File: config.mk
export PLATFORM = sky130hd
export DESIGN_NAME = pipelined_control_unit
export DESIGN_NICKNAME = d
export VERILOG_FILES = /design/src/rtl/control_pkg.sv /design/src/rtl/control_decoder.sv /design/src/rtl/pipelined_control_unit.sv
export SDC_FILE = /design/constraint.sdc
export NUM_CORES = 1
export LEC_CHECK = 0
export ABC_CLOCK_PERIOD_IN_PS = 2300
export CAP_MARGIN = 20
export CORE_ASPECT_RATIO = 1.2
export CORE_MARGIN = 5
export CORE_UTILIZATION = 47
export DETAILED_ROUTE_END_ITERATION = 6
export PLACE_DENSITY = 0.89
export SLEW_MARGIN = 20
export SYNTH_ARGS = -nofsm -noshare
export SYNTH_HDL_FRONTEND = slang
export SYNTH_SLANG_ARGS = --single-unit
export TNS_END_PERCENT = 100
File: constraint.sdc
create_clock -name CLK -period 2.3 [get_ports CLK]
set_input_delay 0.23 -clock CLK [delete_from_list [all_inputs] [get_ports CLK]]
set_output_delay 0.23 -clock CLK [all_outputs]
set_load 0.02 [all_outputs]
File: src/rtl/control_pkg.sv
// Shared encodings and the control bundle carried through the ID/EX register
// of the pipelined RV32IM control path.
package control_pkg;

    localparam logic [6:0] OPC_LUI    = 7'b0110111;
    localparam logic [6:0] OPC_AUIPC  = 7'b0010111;
    localparam logic [6:0] OPC_JAL    = 7'b1101111;
    localparam logic [6:0] OPC_JALR   = 7'b1100111;
    localparam logic [6:0] OPC_BRANCH = 7'b1100011;
    localparam logic [6:0] OPC_LOAD   = 7'b0000011;
    localparam logic [6:0] OPC_STORE  = 7'b0100011;
    localparam logic [6:0] OPC_OPIMM  = 7'b0010011;
    localparam logic [6:0] OPC_OP     = 7'b0110011;

    localparam logic [2:0] IMM_I = 3'b000;
    localparam logic [2:0] IMM_S = 3'b001;
    localparam logic [2:0] IMM_B = 3'b010;
    localparam logic [2:0] IMM_U = 3'b011;
    localparam logic [2:0] IMM_J = 3'b100;

    localparam logic [1:0] RWS_MEM = 2'b00;
    localparam logic [1:0] RWS_ALU = 2'b01;
    localparam logic [1:0] RWS_PC4 = 2'b11;

    localparam logic [3:0] BR_JUMP = 4'b1010;

    localparam logic [4:0] ALU_ADD  = 5'b00000;
    localparam logic [4:0] ALU_SUB  = 5'b00010;
    localparam logic [4:0] ALU_SLL  = 5'b00100;
    localparam logic [4:0] ALU_SLT  = 5'b01000;
    localparam logic [4:0] ALU_SLTU = 5'b01100;
    localparam logic [4:0] ALU_XOR  = 5'b10000;
    localparam logic [4:0] ALU_SRL  = 5'b10100;
    localparam logic [4:0] ALU_SRA  = 5'b10110;
    localparam logic [4:0] ALU_OR   = 5'b11000;
    localparam logic [4:0] ALU_AND  = 5'b11100;
    localparam logic [4:0] ALU_LUI  = 5'b11111;

    typedef struct packed {
        logic       op1_sel;
        logic       op2_sel;
        logic       reg_write_en;
        logic [2:0] imm_sel;
        logic [3:0] br_sel;
        logic [4:0] alu_op;
        logic [2:0] mem_write;
        logic [3:0] mem_read;
        logic [1:0] reg_write_sel;
    } ctrl_t;

    localparam ctrl_t CTRL_NOP = '0;

    typedef enum logic {MD_IDLE, MD_BUSY} md_state_e;

    // alt selects SUB (funct3 000) or SRA (funct3 101)
    function automatic logic [4:0] base_alu(input logic [2:0] f3, input logic alt);
        unique case (f3)
            3'b000:  base_alu = alt ? ALU_SUB : ALU_ADD;
            3'b001:  base_alu = ALU_SLL;
            3'b010:  base_alu = ALU_SLT;
            3'b011:  base_alu = ALU_SLTU;
            3'b100:  base_alu = ALU_XOR;
            3'b101:  base_alu = alt ? ALU_SRA : ALU_SRL;
            3'b110:  base_alu = ALU_OR;
            default: base_alu = ALU_AND;
        endcase
    endfunction

    function automatic logic [4:0] m_alu(input logic [2:0] f3);
        unique case (f3)
            3'b000:  m_alu = 5'b00001;
            3'b001:  m_alu = 5'b00101;
            3'b010:  m_alu = 5'b01101;
            3'b011:  m_alu = 5'b01001;
            3'b100:  m_alu = 5'b10001;
            3'b101:  m_alu = 5'b10101;
            3'b110:  m_alu = 5'b11001;
            default: m_alu = 5'b11101;
        endcase
    endfunction

endpackage

File: src/rtl/control_decoder.sv
// Combinational RV32IM decode into a control bundle, with illegal-instruction
// detection; illegal encodings yield the NOP bundle.
module control_decoder
    import control_pkg::*;
#(
    parameter int WIDTH = 32,
    parameter bit M_EXT = 1'b1
) (
    input  logic [WIDTH-1:0] instruction,
    output ctrl_t            ctrl,
    output logic             illegal,
    output logic             m_op
);

    logic [6:0] opcode;
    logic [2:0] funct3;
    logic [6:0] funct7;
    logic       unused_bits;

    assign opcode      = instruction[6:0];
    assign funct3      = instruction[14:12];
    assign funct7      = instruction[31:25];
    assign unused_bits = ^instruction;

    always_comb begin
        ctrl    = CTRL_NOP;
        illegal = 1'b0;
        m_op    = 1'b0;
        unique case (opcode)
            OPC_LUI: begin
                ctrl.imm_sel       = IMM_U;
                ctrl.op2_sel       = 1'b1;
                ctrl.alu_op        = ALU_LUI;
                ctrl.reg_write_en  = 1'b1;
                ctrl.reg_write_sel = RWS_ALU;
            end
            OPC_AUIPC: begin
                ctrl.imm_sel       = IMM_U;
                ctrl.op1_sel       = 1'b1;
                ctrl.op2_sel       = 1'b1;
                ctrl.reg_write_en  = 1'b1;
                ctrl.reg_write_sel = RWS_ALU;
            end
            OPC_JAL: begin
                ctrl.imm_sel       = IMM_J;
                ctrl.op1_sel       = 1'b1;
                ctrl.op2_sel       = 1'b1;
                ctrl.br_sel        = BR_JUMP;
                ctrl.reg_write_en  = 1'b1;
                ctrl.reg_write_sel = RWS_PC4;
            end
            OPC_JALR: begin
                illegal            = (funct3 != 3'b000);
                ctrl.imm_sel       = IMM_I;
                ctrl.op2_sel       = 1'b1;
                ctrl.br_sel        = BR_JUMP;
                ctrl.reg_write_en  = 1'b1;
                ctrl.reg_write_sel = RWS_PC4;
            end
            OPC_BRANCH: begin
                illegal      = (funct3 inside {3'b010, 3'b011});
                ctrl.imm_sel = IMM_B;
                ctrl.op1_sel = 1'b1;
                ctrl.op2_sel = 1'b1;
                ctrl.alu_op  = ALU_SUB;
                ctrl.br_sel  = {1'b1, funct3};
            end
            OPC_LOAD: begin
                illegal            = (funct3 inside {3'b011, 3'b110, 3'b111});
                ctrl.imm_sel       = IMM_I;
                ctrl.op2_sel       = 1'b1;
                ctrl.mem_read      = {1'b1, funct3};
                ctrl.reg_write_en  = 1'b1;
                ctrl.reg_write_sel = RWS_MEM;
            end
            OPC_STORE: begin
                illegal        = (funct3 >= 3'b011);
                ctrl.imm_sel   = IMM_S;
                ctrl.op2_sel   = 1'b1;
                ctrl.mem_write = {1'b1, funct3[1:0]};
            end
            OPC_OPIMM: begin
                // funct7 is immediate data except on SRAI
                ctrl.imm_sel       = IMM_I;
                ctrl.op2_sel       = 1'b1;
                ctrl.alu_op        = base_alu(funct3, funct3 == 3'b101 && funct7[5]);
                ctrl.reg_write_en  = 1'b1;
                ctrl.reg_write_sel = RWS_ALU;
            end
            OPC_OP: begin
                ctrl.reg_write_en  = 1'b1;
                ctrl.reg_write_sel = RWS_ALU;
                unique case (funct7)
                    7'b0000000: ctrl.alu_op = base_alu(funct3, 1'b0);
                    7'b0100000: begin
                        illegal     = !(funct3 inside {3'b000, 3'b101});
                        ctrl.alu_op = base_alu(funct3, 1'b1);
                    end
                    7'b0000001: begin
                        illegal     = !M_EXT;
                        m_op        = M_EXT;
                        ctrl.alu_op = m_alu(funct3);
                    end
                    default: illegal = 1'b1;
                endcase
            end
            default: illegal = 1'b1;
        endcase
        if (illegal) begin
            ctrl = CTRL_NOP;
            m_op = 1'b0;
        end
    end

endmodule

File: src/rtl/pipelined_control_unit.sv
// ID/EX control register with bubble/flush handling and a MUL/DIV occupancy
// sequencer that holds EX and stalls the front end.
module pipelined_control_unit
    import control_pkg::*;
#(
    parameter int WIDTH       = 32,
    parameter bit M_EXT       = 1'b1,
    parameter int MUL_LATENCY = 3,
    parameter int DIV_LATENCY = 8
) (
    input  logic             CLK,
    input  logic             RESET,
    input  logic [WIDTH-1:0] INSTRUCTION,
    input  logic             INSTR_VALID,
    input  logic             STALL_IN,
    input  logic             FLUSH,
    output logic             EX_VALID,
    output logic             EX_ILLEGAL,
    output logic             EX_OP1_SEL,
    output logic             EX_OP2_SEL,
    output logic             EX_REG_WRITE_EN,
    output logic [2:0]       EX_IMM_SEL,
    output logic [3:0]       EX_BR_SEL,
    output logic [4:0]       EX_ALU_OP,
    output logic [2:0]       EX_MEM_WRITE,
    output logic [3:0]       EX_MEM_READ,
    output logic [1:0]       EX_REG_WRITE_SEL,
    output logic             MD_START,
    output logic             MD_STALL
);

    localparam logic [3:0] MUL_LAT = 4'(MUL_LATENCY);
    localparam logic [3:0] DIV_LAT = 4'(DIV_LATENCY);

    ctrl_t      dec_ctrl, ex_q, ex_d;
    logic       dec_illegal, dec_m_op;
    logic       valid_q, valid_d, illegal_q, illegal_d;
    logic       start_q, start_d, stall_q, stall_d;
    md_state_e  state_q, state_d;
    logic [3:0] cnt_q, cnt_d, lat;

    control_decoder #(.WIDTH(WIDTH), .M_EXT(M_EXT)) u_dec (
        .instruction (INSTRUCTION),
        .ctrl        (dec_ctrl),
        .illegal     (dec_illegal),
        .m_op        (dec_m_op)
    );

    assign lat = INSTRUCTION[14] ? DIV_LAT : MUL_LAT;

    always_ff @(posedge CLK) begin
        if (!RESET) begin
            ex_q      <= CTRL_NOP;
            valid_q   <= 1'b0;
            illegal_q <= 1'b0;
            start_q   <= 1'b0;
            stall_q   <= 1'b0;
            state_q   <= MD_IDLE;
            cnt_q     <= '0;
        end else begin
            ex_q      <= ex_d;
            valid_q   <= valid_d;
            illegal_q <= illegal_d;
            start_q   <= start_d;
            stall_q   <= stall_d;
            state_q   <= state_d;
            cnt_q     <= cnt_d;
        end
    end

    always_comb begin
        ex_d      = ex_q;
        valid_d   = valid_q;
        illegal_d = illegal_q;
        state_d   = state_q;
        cnt_d     = cnt_q;
        start_d   = 1'b0;
        // stall trails BUSY by one cycle so it rises after the MD_START pulse
        stall_d   = (state_q == MD_BUSY) && !FLUSH;
        if (FLUSH) begin
            ex_d      = CTRL_NOP;
            valid_d   = 1'b0;
            illegal_d = 1'b0;
            state_d   = MD_IDLE;
            cnt_d     = '0;
        end else if (state_q == MD_BUSY) begin
            cnt_d = cnt_q - 4'd1;
            if (cnt_q == 4'd1) state_d = MD_IDLE;
        end else if (STALL_IN || !INSTR_VALID) begin
            ex_d      = CTRL_NOP;
            valid_d   = 1'b0;
            illegal_d = 1'b0;
        end else begin
            ex_d      = dec_ctrl;
            valid_d   = 1'b1;
            illegal_d = dec_illegal;
            if (dec_m_op) begin
                start_d = 1'b1;
                if (lat > 4'd1) begin
                    state_d = MD_BUSY;
                    cnt_d   = lat - 4'd1;
                end
            end
        end
    end

    assign EX_VALID         = valid_q;
    assign EX_ILLEGAL       = illegal_q;
    assign EX_OP1_SEL       = ex_q.op1_sel;
    assign EX_OP2_SEL       = ex_q.op2_sel;
    assign EX_REG_WRITE_EN  = ex_q.reg_write_en;
    assign EX_IMM_SEL       = ex_q.imm_sel;
    assign EX_BR_SEL        = ex_q.br_sel;
    assign EX_ALU_OP        = ex_q.alu_op;
    assign EX_MEM_WRITE     = ex_q.mem_write;
    assign EX_MEM_READ      = ex_q.mem_read;
    assign EX_REG_WRITE_SEL = ex_q.reg_write_sel;
    assign MD_START         = start_q;
    assign MD_STALL         = stall_q;

endmodule
======== Word-level counts from Yosys, hierarchy flattened ========
Cells that the tools add are included.
storage, ports and cells
  register bits ........................... 33
  latch bits .............................. 0
  memory bits (writable) .................. 0
  ROM bits ................................ 0
  word-level logic and storage cells ...... 101
  memories kept ........................... 0
cells by class
  add/sub/neg operators ................... 2
  multipliers ............................. 0
  divide/modulo/power cells ............... 0
  order comparisons ....................... 2
  equal/unequal tests ..................... 20
  shift-type cells ........................ 0
  multiplexer cells ....................... 36
  bitwise operators ....................... 1
  reduce and logical (&&, ||, !) cells .... 25
operators by type and width
  operator               count
  $pmux W5 S7            4
  $mux W24               2
  $eq A7 B6 Y1 const B   4
  $mux W4                6
  $eq A7 B7 Y1 const B   3
  $pmux W5 S4            1
  $pmux W5 S3            1
  $eq A7 B5 Y1 const B   2
  $mux W1                14
  $eq A3 B3 Y1 const B   4
  $pmux W3 S4            1
  $reduce_or A4 Y1       3
  $pmux W4 S2            1
  $reduce_bool A2 Y1     4
  $reduce_or A2 Y1       4
  $reduce_or A8 Y1       1
  $sub A4 B1 Y4 const B  2
  $eq A7 B1 Y1 const B   1
  $eq A7 B2 Y1 const B   1
  $logic_not A7 Y1       1
  $reduce_or A7 Y1       1
  $eq A3 B2 Y1 const B   2
  $pmux W1 S6            1
  $reduce_bool A3 Y1     2
  other kinds (16)       20

======== Longest topological paths before layout ========
  word-level depth ........................ 9
  mapped depth ............................ 6
  gate-level depth less buffers ........... 5

======== Cells and area by module ========
Synthesis repeated with hierarchy kept, for this count alone.
second synthesis, totals
  cell total of the unflattened synthesis .. 189
  area, all modules ....................... 1744.2 um2
modules (own cells, without submodules)
  module                  times used  cells each  area an instance (um2)  sequential area each (um2)
  pipelined_control_unit  1           91          1166.1                  660.6
  control_decoder         1           98          578.1                   0.0

======== Least setup slack after synthesis ========
OpenSTA, ideal clock, no wires.
  path type ............................... input-to-reg
  start point ............................. input INSTRUCTION[28]
  end point ............................... register cnt_q[0]
  setup time .............................. 0.123 ns
  arrival time ............................ 1.504 ns
  data required time ...................... 2.177 ns
  path slack .............................. 0.673 ns
  cell stages on the path ................. 5
  cells stage by stage .................... or4_4 -> nor4_4 -> nand4_4 -> mux2i_1 -> a21oi_1
on the way
  word-level cells in the longest chain between the ends .. 7
ends and longest elaborated chain
  what                                                     line                          RTL
  start, declared                                          pipelined_control_unit.sv:13  input logic [WIDTH-1:0] INSTRUCTION,
  $eq A7 B1 Y1 / $logic_not A7 Y1 (equally long branches)  control_decoder.sv:93         unique case (funct7)
  $reduce_or A2 Y1 (no line)                               n/a
  $pmux W1 S2                                              control_decoder.sv:93
  $pmux W1 S6                                              control_decoder.sv:29         unique case (opcode)
  $mux W1 *                                                control_decoder.sv:109        if (illegal) begin
  $reduce_bool A2 Y1 (no line) *                           n/a
  $reduce_and A3 Y1 (no line) *                            n/a
  end signal, assigned                                     pipelined_control_unit.sv:67  cnt_q <= cnt_d;
  end, declared                                            pipelined_control_unit.sv:40  logic [3:0] cnt_q, cnt_d, lat;
Mark *: on every way between the ends. The rest lies on a longest branch, timed or not.
A chain may end at the register's enable or synchronous reset.

======== Worst setup path in the final report ========
  start point ............................. input INSTRUCTION[6]
  end point ............................... register ex_q (netlist bit EX_BR_SEL[0])
on the way
  word-level cells in the longest chain between the ends .. 5
ends and longest elaborated chain
  what                                                                   line                          RTL
  $eq A7 B6 Y1 (tied with other cells)                                   control_decoder.sv:29
  $reduce_or A4 Y1 (no line) / $reduce_or A2 Y1 (equally long branches)  n/a
  $pmux W1 S6 / $pmux W4 S2 (equally long branches)                      control_decoder.sv:29
  $mux W24 *                                                             control_decoder.sv:109
  $mux W24 *                                                             pipelined_control_unit.sv:89  end else if (STALL_IN || !INSTR_VALID) begin
  end signal, assigned                                                   pipelined_control_unit.sv:53  ex_q <= CTRL_NOP;
  end signal, assigned                                                   pipelined_control_unit.sv:61  ex_q <= ex_d;
  end, declared                                                          pipelined_control_unit.sv:35  ctrl_t dec_ctrl, ex_q, ex_d;
Marks and branches as above.

==> impl_metrics.env <==
export IMPL_gr_total_overflow=0
export IMPL_critPathTopFamily="compound AO/OA/AOI/OAI gates"
export IMPL_crit_path_max_fanout=11
export IMPL_vias=1711
export IMPL_rsz0062_at_grt="false"
export IMPL_grt_usage_pct=19.4
export IMPL_start_kind="input pin"
export IMPL_synth_edff_count=0
export IMPL_cap_violations=0
export IMPL_crit_chain="clkdlybuf4s50_1 -> nand2b_2 -> a21oi_1 -> o221ai_2 -> a21oi_4 -> a32o_1"
export IMPL_drv_slew=0
export IMPL_dieArea_um2=5020
export IMPL_first_pass_iters=4
export IMPL_fmax_ghz=0.524
export IMPL_antenna_cells=0
export IMPL_drt_iter0_markers=99
export IMPL_path_clk_slew_ns=0.06
export IMPL_post_cts_buffers=0
export IMPL_place_hpwl_mm=3.43
export IMPL_syn_nets=226
export IMPL_wl_mm=4.59
export IMPL_clockBufferDepth=2
export IMPL_final_cell_mix="clkdlybuf4s50_1, dfxtp_1, nand2_1"
export IMPL_vias_per_cell=5.94
export IMPL_cts_root_buf="clkbuf_8"
export IMPL_gp_congestion=0.929
export IMPL_worstSetupPathType="in -> reg"
export IMPL_grt_pass1_wl_mm=7.68
export IMPL_slew_headroom_pct=59.4
export IMPL_outcome="completed"
export IMPL_htree_levels=2
export IMPL_syn_inst=187
export IMPL_ant_nets=0
export IMPL_hp_class="reg -> reg"
export IMPL_fin_nets=287
export IMPL_hold_buffers=0
export IMPL_port_buffers=49
export IMPL_cp_end_kind="register"
export IMPL_drc=0
export IMPL_ctsResizeCount=0
export IMPL_synth_area_leaders="dfxtp_1, a22o_1, a32o_1"
export IMPL_synth_ff_type="dfxtp_1"
export IMPL_final_common_cell="clkdlybuf4s50_1"
export IMPL_ys_warnings_count=0
export IMPL_power_density_nw_per_um2=467
export IMPL_cp_data_arrival_time_ns=2.14
export IMPL_worstPathRequired_ns=2.53
export IMPL_cpPeakStageDelay_ns=0.56
export IMPL_coreArea_um2=3600
export IMPL_cts_tree="built"
export IMPL_synth_seq_cells=33
export IMPL_io_pins=65
export IMPL_yosysTopAreaCell="dfxtp_1"
export IMPL_ir_worst_vdd_mv=0.318
export IMPL_antenna_found_initial=0
export IMPL_yosysSeqAreaShare_pct=38.0
export IMPL_tightest_slew_ns=0.607
export IMPL_clk_latency_ns=0.28
export IMPL_power_leakage_nw=0.931
export IMPL_grt_pass1_vias=1659
export IMPL_die_h_um=76.6
export IMPL_crit_buf_inv=1
export IMPL_die_x_um=65.5
export IMPL_fin_tns_setup_ns=0
export IMPL_final_core_util_pct=67.3
export IMPL_critPathSlowestCell="clkdlybuf4s50_1"
export IMPL_rows=24
export IMPL_grt_max_degree=18
export IMPL_drive_above_1_share_pct=14.9
export IMPL_start_util_pct=48.2
export IMPL_final_min_clock_period_ns=1.91
export IMPL_synth_distinct_cells=54
export IMPL_detail_route_wl_per_cell_um=15.9
export IMPL_area_growth_pct=39.5
export IMPL_cts_buffers=5
export IMPL_fin_crit_sh_pct=83.0
export IMPL_avgSynthCellArea_um2=9.29
export IMPL_synth_top_area_share_pct=38.0
export IMPL_syn_area_um2=1740
export IMPL_cts_sinks=33
export IMPL_synthArstFlopShare_pct=0
export IMPL_finClkSkew_ns=0.00187
export IMPL_setup_viol=0
export IMPL_hold_viol=0
==> synth_stat cells, drive strengths merged (3+ instances only) <==
cell type,count
a21o,5
a21oi,10
a22o,14
a31oi,4
a32o,10
buf,7
clkbuf,3
dfxtp,33
inv,8
nand2,16
nand2b,4
nand3,8
nor2,13
nor3,5
o211ai,3
o21ai,5
==> metal layers <==
| metal | vias to the layer above | track usage (%) | share of wire, % |
|---|---|---|---|
| met5 | - | 0 | 0 |
| met4 | 0 | 10.4 | 3.1 |
| met3 | 15 | 3.54 | 5.9 |
| met2 | 81 | 31.7 | 50 |
| met1 | 782 | 23.6 | 41 |
| li1 | 833 | - | - |
==> power by group <==
group	switching [mW]	total [mW]	internal, mW
clock network	0.200	0.409	0.209
registers	0.000630	0.573	0.572
logic	0.0773	0.149	0.0719
total	0.278	1.13	0.854
==> kinds of logic (layout without fill, tap and decap cells) <==
group,count (synthesis),after routing,share of synthesized area (%)
AO/OA/AOI/OAI,61,61,29.4
XOR/XNOR,3,3,1.51
adder cells (fa/ha/maj),2,2,1.44
buffers and inverters,18,80,4.54
flip-flops,33,33,38.0
multiplexers,2,2,1.15
AND/OR/NAND/NOR,68,68,23.9
==> area by class of cell <==
cell class | instances | area [um2]
Clock buffer | 6 | 72.6
Multi-Input combinational cell | 136 | 998
Timing Repair Buffer | 64 | 603
Fill cell | 289 | 1180
Sequential cell | 33 | 661
Clock inverter | 2 | 10.0
Inverter | 8 | 30.0
Tap cell | 39 | 48.8
==> per-stage QoR <==
stage / area (um2) / cells / worst slack, ns / power, mW / hold WS [ns]
after floorplan: 1740 / 187 / 0.673 / 0.663 / 0.385
final: 2420 / 288 / 0.390 / 1.13 / 0.467
after detailed placement: 2340 / 280 / 0.117 / 0.732 / 0.449
after CTS: 2420 / 288 / 0.420 / 1.14 / 0.471
after global routing: 2420 / 288 / 0.266 / 1.17 / 0.499
after global placement: 2340 / 280 / 0.153 / 0.730 / 0.448
==> sequential cells by signal, indices dropped and copies added (netlist names) <==
signal,cells
EX_IMM_SEL,3
EX_REG_WRITE_SEL,2
EX_MEM_READ,4
EX_OP1_SEL,1
EX_BR_SEL,4
EX_ILLEGAL,1
EX_REG_WRITE_EN,1
EX_VALID,1
MD_START,1
EX_ALU_OP,5
cnt_q,4
EX_OP2_SEL,1
MD_STALL,1
EX_MEM_WRITE,3
state_q,1
==> path summary, 6_finish.rpt <==
check,depth (start not counted),to,from,slack [ns]
max reg2reg,5,EX_REG_WRITE_SEL[1],state_q,0.56
max,6,EX_BR_SEL[0],INSTRUCTION[6],0.39
min reg2reg,1,EX_VALID,EX_VALID,0.47
min,1,EX_VALID,EX_VALID,0.47
Note: power is estimated with default switching activity, not from simulation.
==> edit 1, RTL diff (same flow settings) <==
`M_EXT` is set to 1'b1 in 2 places; all go to 1'b0.
--- a/src/rtl/control_decoder.sv
+++ b/src/rtl/control_decoder.sv
@@ -4,7 +4,7 @@
     import control_pkg::*;
 #(
     parameter int WIDTH = 32,
-    parameter bit M_EXT = 1'b1
+    parameter bit M_EXT = 1'b0
 ) (
     input  logic [WIDTH-1:0] instruction,
     output ctrl_t            ctrl,
--- a/src/rtl/pipelined_control_unit.sv
+++ b/src/rtl/pipelined_control_unit.sv
@@ -4,7 +4,7 @@
     import control_pkg::*;
 #(
     parameter int WIDTH       = 32,
-    parameter bit M_EXT       = 1'b1,
+    parameter bit M_EXT       = 1'b0,
     parameter int MUL_LATENCY = 3,
     parameter int DIV_LATENCY = 8
 ) (
Formal check against the unedited RTL: not equivalent (a bounded check fails within 4 cycles, from zero or initial values and one cycle with RESET low).
==> edit 1 against the original RTL <==
  * Clock skew up 0.0029 ns
  * Via count down 0.18%
  * Critical path depth unchanged
  * Non-clock buffer count up 5
  * Synthesized area down 6.0%
  * Worst hold slack worse by 0.020 ns
  * Cell area down 3.0%
  * Worst setup slack worse by 0.21 ns
  * Wire length down 7.6%
  * Register-to-register slack better by 0.19 ns
  * Die area down 5.2%
  * Power about the same
  * Sequential cell count down 1
  * Critical endpoint is now EX_MEM_WRITE[1]
  * Largest cell class unchanged
==> edit 1: results (changes against the original RTL) <==
status: "finished clean"
drive_gt1_share_pct: 14.9  # +0.066 points
drt_iter0_drc: 103  # +4.0%
cts_max_level: 2  # unchanged
synth-seq-area-share_pct: 39.2  # +1.2 points
post_cts_buffers: 0  # unchanged
antenna_found_initial: 0  # unchanged
numPortBuffers: 48  # -2.0%
dp_cells: 297  # +6.1%
dp_hpwl_microns: 3330  # -3.1%
vias: 1708  # -0.18%
synth_cell_type_count: 45  # -17%
diodes: 0  # unchanged
synth_cells: 204  # +9.1%
synth_commonest_cells: "nand2_1, dfxtp_1, nor2_1"
clk_latency_ns: 0.28  # about the same
synth_warnings: 0  # unchanged
power_leakage_nw: 0.814  # -13%
fin_nets: 306  # +6.6%
clk_pin_slew_worst_paths_ns: 0.06  # about the same
vias_per_cell: 5.60  # -5.7%
synth_nets: 243  # +7.5%
clockBufferDepth: 2  # unchanged
routed_wl_microns: 4240  # -7.6%
pre_cts_slack_ns: -0.148  # -0.264 ns
async_flop_share_pct: 0  # unchanged
synth_area_leaders: "dfxtp_1, nand2_1, o21ai_2"
skew_ns: 0.00479  # +0.00292 ns
crit_path_max_fanout: 19  # +8
cp.arrival_ns: 2.30  # +0.16 ns
grt_pass1_wl_microns: 6930  # -9.8%
dr.pass1.iters: 4  # unchanged
slowest_delay_ns: 0.68  # +0.12 ns
cts_buffers: 5  # unchanged
largest_reg_flops: 5  # unchanged
vdd_drop_max_v: 0.000440  # +38%
grt_pass1_vias: 1577  # -4.9%
gp_congestion: 0.897  # -3.5%
grt_use_total_pct: 18.3  # -1.0 points
synth_ff_type: "dfxtp_1"
relSlewSlack_pct: 64.8  # +5.4 points
grt_max_degree: 29  # +11
post_cts_resized: 0  # unchanged
crit_slowest_cell: "clkdlybuf4s50_1"
hold_class: "reg2reg"
cts_root_buffer: "clkbuf_8"
==> edit 1: changes by cell type after synthesis, moves of 3 or more <==
cell,change
nand2_1,+24
a22o_1,-13
o21ai_0,+11
a32o_1,-10
o21ai_2,+9
a21o_1,-5
a211oi_1,+4
nand3_1,-4
nor2_1,+4
nand2b_1,+3
xnor2_1,+3
==> edit 1: metal layers <==
metal	vias to the layer above	track usage [%]	routed length [microns]
met4	0	9.01	112
li1	837	-	-
met1	783	20.1	1680
met5	-	0	0
met2	74	33.0	2160
met3	14	4.53	290
==> edit 1: stage by stage <==
stage | util [%] | power (mW) | hold slack, ns | cell area (sq um) | TNS (ns)
detailed placement | 67.5 | 0.708 | 0.441 | 2250 | -0.550
CTS | 70.2 | 1.14 | 0.451 | 2340 | 0
finish | 70.4 | 1.13 | 0.447 | 2350 | 0
global placement | 67.5 | 0.704 | 0.431 | 2250 | 0
global route | 70.4 | 1.17 | 0.462 | 2350 | 0
floorplan | - | 0.632 | 0.400 | 1630 | 0
==> edit 1: report_power, final <==
group          total [mW]  switching, mW  internal [mW]
Combinational       0.142         0.0673         0.0749
Clock               0.433          0.190          0.244
Sequential          0.556       0.000566          0.555
==> edit 1: kinds of logic after synthesis <==
family,share of synthesized area (%)
AOI/OAI and AO/OA,22.5
xor gates and xnor gates,2.68
adders and majority gates,1.53
buffers and inverters,5.98
DFF,39.2
other,0.230
and+or+nand+nor,27.9
==> edit 1: area by class of cell <==
cell class / count / area [sq um]
Tap cell: 37 / 46.3
Sequential cell: 32 / 641
Fill cell: 274 / 988
Multi-Input combinational cell: 153 / 900
Timing Repair Buffer: 69 / 651
Clock buffer: 8 / 90.1
Inverter: 6 / 22.5
==> edit 1: worst max-delay path: cells and delay by family <==
kind                   cells  cell delay [ns]
buffers and inverters      1             0.68
and+or+nand+nor            2             0.47
AOI/OAI and AO/OA          3             0.91
==> edit 1: path summary, 6_finish.rpt <==
kind,from,to,slack (ns),depth (start not counted)
max,INSTRUCTION[5],EX_MEM_WRITE[1],0.18,6
min,EX_VALID,EX_VALID,0.45,2
max reg2reg,state_q,EX_MEM_WRITE[1],0.75,5
min reg2reg,EX_VALID,EX_VALID,0.45,2
==> edit 2, RTL diff (same settings) <==
Made on the original files. Make the reset (`RESET`) asynchronous in one clocked block.
--- a/src/rtl/pipelined_control_unit.sv
+++ b/src/rtl/pipelined_control_unit.sv
@@ -48,7 +48,7 @@
 
     assign lat = INSTRUCTION[14] ? DIV_LAT : MUL_LAT;
 
-    always_ff @(posedge CLK) begin
+    always_ff @(posedge CLK or negedge RESET) begin
         if (!RESET) begin
             ex_q      <= CTRL_NOP;
             valid_q   <= 1'b0;
Behaviour: differs if RESET is asserted again (counterexample within 4 cycles, from zero or initial values and one cycle with RESET low); with RESET held inactive, the same outputs for 10 cycles.
==> edit 2 against the original RTL <==
  * Synthesized area is 9.0% higher
  * Critical path depth up 1
  * Clock power up 17%
  * Cell area up 12%
  * Sequential cell count did not move
  * Sequential share of layout area up 3.1 points
  * Power up 11%
  * Combinational power increased by 29%
  * Worst setup slack worse by 0.16 ns
  * Largest cell class unchanged
  * Largest power group unchanged
  * Register-to-register slack lost 0.15 ns
  * Synthesized cell count increased by 5.9%
  * Wire length rose by 14%
==> edit 2: results (changes against the original RTL) <==
rr_startpoint: "state_q"
cp.arrival_ns: 2.26  # +0.12 ns
dp_hpwl_microns: 4030  # +17%
dpl_cell_area_sq_um: 2620  # +12%
grt_use_total_pct: 21.4  # +2.0 points
vias: 1889  # +10%
vdd_drop_max_v: 0.000220  # -31%
synth_area_leaders: "dfrtp_1, a22o_1, nand2_1"
hold_class: "in2async"
drive_gt1_share_pct: 19.5  # +4.6 points
r2r_slack_ns: 0.41  # -0.15 ns
grt_pass1_vias: 1987  # +20%
skew_ns: 0.00647  # +0.00460 ns
worstReg2RegEnd: "EX_ALU_OP[2]"
path_delay_family: "compound AO/OA/AOI/OAI gates"
drt_iter0_drc: 165  # +67%
synth_cell_type_count: 51  # -5.6%
status: "finished clean"
setup_viol: 0  # unchanged
synth_cells: 198  # +5.9%
dp_cells: 318  # +14%
pre_cts_slack_ns: -0.0355  # -0.152 ns
crit_path_max_fanout: 19  # +8
gp_congestion: 0.867  # -6.7%
cts_max_level: 2  # unchanged
synth_commonest_cells: "dfrtp_1, nand2_1, nor2_1"
crit_slowest_cell: "or4_4"
synth-seq-area-share_pct: 43.6  # +5.6 points
fillerInstances: 303  # +4.8%
grt_pass1_wl_microns: 8940  # +16%
avgRoutedWirePerCell_microns: 16.0  # +0.43%
synth_nets: 237  # +4.9%
relSlewSlack_pct: 69.4  # +10 points
power_leakage_nw: 1.23  # +32%
grt_max_degree: 34  # +16
async_flop_share_pct: 100  # +100 points
fin_nets: 310  # +8.0%
synth_ff_type: "dfrtp_1"
## edit 2: logic make-up (layout without fill, tap and decap cells)
group	after synthesis	count (layout)	share of synthesized area (%)
AND/OR/NAND/NOR	79	79	23.7
adder cells (fa/ha/maj)	2	2	1.32
flip-flops	33	33	43.6
AO/OA/AOI/OAI	65	65	25.9
buffers and inverters	17	91	4.56
XOR/XNOR	2	2	0.925
## edit 2: final cells by class
cell class	count	share of cell area [%]
Clock buffer	7	3.55
Clock inverter	1	0.184
Inverter	5	0.691
Multi-Input combinational cell	148	36.2
Sequential cell	33	30.4
Tap cell	54	2.49
Timing Repair Buffer	78	26.5
## edit 2: where the power goes
group / switching [mW] / total, mW / internal, mW / leakage (nW)
clock: 0.209 / 0.480 / 0.270 / 0.0542
sequential: 0.00423 / 0.589 / 0.585 / 0.458
combinational: 0.0968 / 0.192 / 0.0952 / 0.719
total: 0.310 / 1.26 / 0.951 / 1.23
## edit 2: through the flow
step	hold WS [ns]	setup TNS (ns)	power [mW]	utilization (%)
after floorplan	-0.0656	0	0.683	-
after global placement	0.461	0	0.782	66.9
after detailed placement	0.470	-0.0355	0.790	66.9
after CTS	0.356	0	1.26	69.5
after global routing	0.395	0	1.31	69.5
final	0.341	0	1.26	69.5
## edit 2: how the worst max path moves through the flow
stage / from / endpoint / slack (ns) / depth (start not counted)
detailed placement: INSTRUCTION[5] / EX_ALU_OP[2] / -0.04 / 7
floorplan: state_q / EX_ALU_OP[2] / 0.58 / 5
CTS: INSTRUCTION[5] / EX_ALU_OP[2] / 0.26 / 7
global placement: INSTRUCTION[14] / EX_ALU_OP[2] / 0.02 / 6
global route: INSTRUCTION[14] / EX_ALU_OP[2] / 0.16 / 6
finish: INSTRUCTION[5] / EX_ALU_OP[2] / 0.23 / 7
## edit 2: per-layer routing
layer	vias to the layer above	global-route usage [%]	routed length (microns)
met4	0	12.3	217
met1	889	24.6	2000
met3	25	3.38	346
met5	-	0	0
met2	97	36.5	2660
li1	878	-	-
## edit 2: worst reg2reg max path: cells and delay by family, from the launching register on
family	cells	cell delay (ns)
simple gates	3	0.96
flops	1	0.44
compound gates	2	0.40
